<file path="config.mk">
export PLATFORM = sky130hd
export DESIGN_NAME = square_wave_rom_sched
export DESIGN_NICKNAME = d
export VERILOG_FILES = /design/src/rtl/square_wave_rom_sched.sv
export SDC_FILE = /design/constraint.sdc
export NUM_CORES = 1
export LEC_CHECK = 0
export CORE_MARGIN = 4
export CORE_UTILIZATION = 56
export CTS_CLUSTER_SIZE = 24
export DETAILED_ROUTE_END_ITERATION = 10
export PLACE_DENSITY = 0.9
export RECOVER_POWER = 100
export SYNTH_ARGS = -nofsm -noshare
export SYNTH_HDL_FRONTEND = slang
export SYNTH_SLANG_ARGS = --single-unit
export TNS_END_PERCENT = 100
</file>
<file path="constraint.sdc">
create_clock -name clk -period 3.65 [get_ports clk]
set_input_delay 0.73 -clock clk [delete_from_list [all_inputs] [get_ports clk]]
set_output_delay 0.73 -clock clk [all_outputs]
set_load 0.02 [all_outputs]
</file>
<file path="src/rtl/square_wave_rom_sched.sv">
`default_nettype none
// ============================================================================
//  Module   : square_wave_rom_sched
//  Purpose  : Two-channel DDS scheduler that time-shares one single-port
//             square-wave ROM and returns each read sample to its own channel.
//  Revision : 1.0
// ============================================================================
module square_wave_rom_sched #(
    parameter int ADDR_WIDTH  = 10,
    parameter int DATA_WIDTH  = 32,
    parameter int PHASE_WIDTH = 32,
    parameter int ROM_LATENCY = 1
) (
    input  logic                   clk,
    input  logic                   rst_n,
    input  logic                   cfg_valid,
    output logic                   cfg_ready,
    input  logic                   cfg_ch,
    input  logic [PHASE_WIDTH-1:0] cfg_fword,
    input  logic [ADDR_WIDTH-1:0]  cfg_poff,
    input  logic                   cfg_clr,
    input  logic [1:0]             ch_en,
    output logic [ADDR_WIDTH-1:0]  rom_addr,
    output logic                   rom_clk_en,
    input  logic [DATA_WIDTH-1:0]  rom_rd_data,
    output logic [DATA_WIDTH-1:0]  ch0_data,
    output logic                   ch0_valid,
    output logic [DATA_WIDTH-1:0]  ch1_data,
    output logic                   ch1_valid
);

    localparam int c_NUM_CH = 2;

    logic [PHASE_WIDTH-1:0] r_acc   [c_NUM_CH];
    logic [PHASE_WIDTH-1:0] r_fword [c_NUM_CH];
    logic [ADDR_WIDTH-1:0]  r_poff  [c_NUM_CH];

    logic                   r_slot;
    logic                   r_cfg_ready;
    logic [ADDR_WIDTH-1:0]  r_rom_addr;
    logic                   r_rom_clk_en;
    logic [ROM_LATENCY:0]   r_tag_vld;
    logic [ROM_LATENCY:0]   r_tag_ch;
    logic [DATA_WIDTH-1:0]  r_ch0_data;
    logic [DATA_WIDTH-1:0]  r_ch1_data;
    logic                   r_ch0_valid;
    logic                   r_ch1_valid;

    logic                   w_issue;
    logic                   w_cfg_xfer;
    logic [PHASE_WIDTH-1:0] w_acc_sel;
    logic [ADDR_WIDTH-1:0]  w_issue_addr;
    logic                   w_ret_vld;
    logic                   w_ret_ch;

    assign w_issue      = ch_en[r_slot];
    assign w_cfg_xfer   = cfg_valid & r_cfg_ready;
    assign w_acc_sel    = r_acc[r_slot];
    assign w_issue_addr = w_acc_sel[PHASE_WIDTH-1 -: ADDR_WIDTH] + r_poff[r_slot];
    assign w_ret_vld    = r_tag_vld[ROM_LATENCY];
    assign w_ret_ch     = r_tag_ch[ROM_LATENCY];

    // Slot owner alternates every cycle; config is throttled to one accept per two cycles.
    always_ff @(posedge clk or negedge rst_n) begin
        if (!rst_n) begin
            r_slot      <= 1'b0;
            r_cfg_ready <= 1'b1;
        end else begin
            r_slot      <= ~r_slot;
            r_cfg_ready <= ~w_cfg_xfer;
        end
    end

    // Issue in the same cycle as a config accept still sees the old state; clear beats increment.
    always_ff @(posedge clk or negedge rst_n) begin
        if (!rst_n) begin
            for (int c = 0; c < c_NUM_CH; c++) begin
                r_acc[c]   <= '0;
                r_fword[c] <= '0;
                r_poff[c]  <= '0;
            end
        end else begin
            for (int c = 0; c < c_NUM_CH; c++) begin
                if (w_cfg_xfer && (cfg_ch == c[0])) begin
                    r_fword[c] <= cfg_fword;
                    r_poff[c]  <= cfg_poff;
                end
                if (w_cfg_xfer && (cfg_ch == c[0]) && cfg_clr) begin
                    r_acc[c] <= '0;
                end else if (w_issue && (r_slot == c[0])) begin
                    r_acc[c] <= r_acc[c] + r_fword[c];
                end
            end
        end
    end

    always_ff @(posedge clk or negedge rst_n) begin
        if (!rst_n) begin
            r_rom_addr   <= '0;
            r_rom_clk_en <= 1'b0;
            r_tag_vld    <= '0;
            r_tag_ch     <= '0;
        end else begin
            r_rom_clk_en <= w_issue;
            if (w_issue) begin
                r_rom_addr <= w_issue_addr;
            end
            r_tag_vld <= {r_tag_vld[ROM_LATENCY-1:0], w_issue};
            r_tag_ch  <= {r_tag_ch[ROM_LATENCY-1:0], r_slot};
        end
    end

    // Tag's last stage lines up with the cycle rom_rd_data carries that read.
    always_ff @(posedge clk or negedge rst_n) begin
        if (!rst_n) begin
            r_ch0_data  <= '0;
            r_ch1_data  <= '0;
            r_ch0_valid <= 1'b0;
            r_ch1_valid <= 1'b0;
        end else begin
            r_ch0_valid <= w_ret_vld & ~w_ret_ch;
            r_ch1_valid <= w_ret_vld & w_ret_ch;
            if (w_ret_vld && !w_ret_ch) begin
                r_ch0_data <= rom_rd_data;
            end
            if (w_ret_vld && w_ret_ch) begin
                r_ch1_data <= rom_rd_data;
            end
        end
    end

    assign cfg_ready  = r_cfg_ready;
    assign rom_addr   = r_rom_addr;
    assign rom_clk_en = r_rom_clk_en;
    assign ch0_data   = r_ch0_data;
    assign ch0_valid  = r_ch0_valid;
    assign ch1_data   = r_ch1_data;
    assign ch1_valid  = r_ch1_valid;

endmodule
`default_nettype wire

</file>
==> metrics.md <==
| Metric | Value |
|---|---|
| CP Launch Type | input port |
| Placement Rows | 53 |
| Synth warnings | 0 |
| Final min period | 3370 ps |
| Final setup vio count | 0 |
| Failing checks | max-capacitance violations, max-slew violations |
| Area of the die | approximately 24000 sq um |
| Synth Instances | around 1100 |
| Starting Density | 57.3% |
| Ys flop type | dfrtp_1 |
| Synthesized area per cell | 10.8 sq um |
| Number of global-route vias before repair | 9355 |
| Clock tree buffer depth | 3 |
| Layout fillers | 1435 |
| Top cell type's share of synthesized area | 47.3% |
| Slowest-stage cell, CP | nor2_1 |
| Setup TNS | 0 ps |
| Max-Cap Viols | 5 |
| Vias | approximately 9200 |
| Synth cell types | between 60 and 70 |
| Leading post-synthesis cells by cell area | dfrtp_1, mux2_2, ha_1 |
| Reg area | 5760 sq um |
| Crit-path cells | dlygate4sd3_1, nand2_1, nor2_1, clkbuf_2, mux2_2 |
| Fmax | roughly 0.30 GHz |
| Cts hold-fix bufs | 0 |
| Register area share after synthesis | 47.5% |
| Final Hold Fails | 0 |
| Antenna Nets Post-Route | 0 |
| Routed Wire Length | around 29000 microns |
| DRC viols | 0 |
| Area of the multi-input gates | a little over 6000 sq um |
| Detailed placer's ending HPWL | 20900 microns |
| Average wire per standard cell | around 19 microns |
| Port Buffers | 158 |
| Critical Path Max Stage Delay | 1060 ps |
| Leakage power | 6.73 nW |
| PD cells | 767 nW/um^2 |
| Yosys top cell by area | dfrtp_1 |
| Area grow syn2layout | 22.8% |
| Clock skew | between 8 and 9 ps |
| WS Path Type | in -> reg |
| CTS resizes | 0 |
| Ports | 159 |
| Overall routing resource usage | 24.0% |
| Global placement routability congestion | 0.941 |
| Crit. End Element | flop |
| Worst VDD drop | 668 uV |
| Internal power | 7.22 mW |
| Register bit count reported by yosys | 230 |
| Max Slew Vio Count | 250 |
| Vias/cell | 5.88 |
| Layout cells sized above 1 | 17.9% |
| Congestion Overflow GR | 0 |
| Hold Crit Class | reg -> reg |
| Final period util | just over 90% |
| Pre-antenna DRT Iters | 7 |
| Switch share | between 30% and 40% |
| Initial antenna violation count | 0 |
| Post-synthesis net count | 1274 |
| Status | finished, violations left |
| Worst-skew pair later-pin latency | ~510 ps |
| Register share of total power | a little under a third |
| Clock buffer count from CTS | 25 |
| Post-synth EDFFs | 0 |
| RSZ-0062 raised after global routing | false |
| Die span in y | 155 microns |
| Buffer type at the clock tree root | clkbuf_16 |
| Clk slew on worst S/H paths | approximately 60 ps |
| DRT iter0 DRCs | 591 |
| Syn Std Cell Area | 12100 sq um |
| Async S/R FF share, synth | 100% |
| Die width | 155 microns |
| Clock share of power | 24.3% |
| First-pass GRT wire length | 47800 microns |
| Htree depth | 1 |
| Slew @ Worst Pin | 2740 ps |
| Net total in the final layout | 1433 |
| Psw | 4.21 mW |
| Gate power share | approximately 44% |
| Maximum number of pins on one net before global-route repair | 118 |
| Hold_ws | 363 ps |
| WP data arrival | 3770 ps |
| Sink Count | 230 |
| Post-CTS Setup Bufs | 0 |
| CTS tree | built |
| Critical Path Fanout Max | 30 |
| Core area | 21200 sq um |
| N_diodes | 0 |
| Worst endpoint required time | 4050 ps |
| Relative slew slack | -82.4% |
[power by group through the flow]
stage                     combinational, mW  clock [mW]  sequential (mW)
after floorplan                        3.67           0             3.67
after global placement                 4.79           0             3.63
after detailed placement               4.99           0             3.68
after CTS                              5.07        2.83             3.64
after global routing                   5.54        2.94             3.71
final                                  5.01        2.77             3.65
[stage by stage]
stage               total power [mW]  setup slack, ps  cells  utilization, %  cell area [sq um]
floorplan                       7.34              771   1119               -              12100
global placement                8.43              739   1526            66.5              14100
detailed placement              8.66              574   1526            66.5              14100
CTS                             11.5              500   1571            70.9              15000
global route                    12.2              140   1571            70.4              14900
finish                          11.4              277   1571            70.4              14900
[cell families (layout without fill, tap and decap cells)]
group | Yosys count | in the layout | synth area share, %
AND/OR/NAND/NOR | 265 | 265 | 9.68
AO/OA/AOI/OAI | 259 | 259 | 13.4
XOR/XNOR | 56 | 56 | 4.04
adder cells (fa/ha/maj) | 74 | 74 | 7.82
buffers and inverters | 68 | 245 | 2.10
flip-flops | 230 | 230 | 47.5
multiplexers | 167 | 167 | 15.5
[layout make-up]
type                    instances  area share [%]
multi-input cells             821            40.9
flip-flops and latches        230            38.6
repair buffers                173            11.3
clock buffers                  31            4.62
well taps                     275            2.31
clock inverters                14            1.55
inverters                      27           0.680
[registers in the layout, summed over array words and instances (netlist names)]
register,cells
r_acc,64
ch1_data,32
r_tag_ch,2
r_fword,64
ch0_valid,1
rom_addr,10
r_slot,1
cfg_ready,1
ch0_data,32
ch1_valid,1
r_poff,20
r_tag_vld,2
[placed cells by master, fill, tap and decap left out, types with 3 or more instances in the layout]
master             n
o21ai_0           40
or3_1              5
a211oi_1          11
xnor2_1           31
nor2_1            39
clkbuf_2           4
clkbuf_1           8
nor3_1             7
fa_1               3
o21ai_1            4
xor2_1            25
nand4_1            6
dfrtp_1          229
and3_1             7
a21o_1            37
inv_1             27
nor2b_1            5
o31ai_1            4
dlygate4sd3_1     79
clkbuf_8           4
o21a_1             8
nand3_1           29
mux2_2           165
a21oi_1          109
bufinv_16          6
a31oi_1            6
nand2b_1           8
o21bai_1          14
clkdlybuf4s50_1   78
ha_1              71
or2_2              3
clkinv_2           4
nand2_1          143
clkinvlp_4         3
buf_4              3
clkbuf_16         25
[layer usage]
metal  up-vias  share of wire [%]  GRT usage [%]
met4         0                2.7           6.64
li1       4313                  -              -
met2       378                 48           40.6
met5         -                  0              0
met3        72                7.6           3.73
met1      4477                 42           32.5
[worst max-delay path, delay by kind of cell]
family / cells / cell delay (ps)
AND/OR/NAND/NOR: 2 / 1180
multiplexers: 1 / 420
buffers and inverters: 2 / 1410
[cell usage after synthesis, types with 10 or more instances]
cell,instances
a211oi_1,10
nor2_1,40
nand3_1,29
ha_1,71
o21bai_1,14
a21oi_1,104
clkbuf_1,35
xnor2_1,31
mux2_2,166
a21o_1,37
inv_1,27
xor2_1,25
nand2_1,143
o21ai_0,35
dfrtp_1,229
[worst paths after layout]
path,startpoint,to,slack (ps),cells after the start
setup / recovery,cfg_valid,r_fword[34]$_DFFE_PN0P_,280,5
hold / removal,r_tag_ch[0]$_DFF_PN0_,r_tag_ch[1]$_DFF_PN0_,360,0
setup reg to reg,r_acc[44]$_DFFE_PN0P_,r_acc[63]$_DFFE_PN0P_,440,11
hold reg to reg,r_tag_ch[0]$_DFF_PN0_,r_tag_ch[1]$_DFF_PN0_,360,0
max in group asynchronous,rst_n,ch1_data[29]$_DFFE_PN0P_,840,2
min in group asynchronous,rst_n,ch0_data[10]$_DFFE_PN0P_,1060,1
No activity file was read; power rests on OpenSTA's default activity.
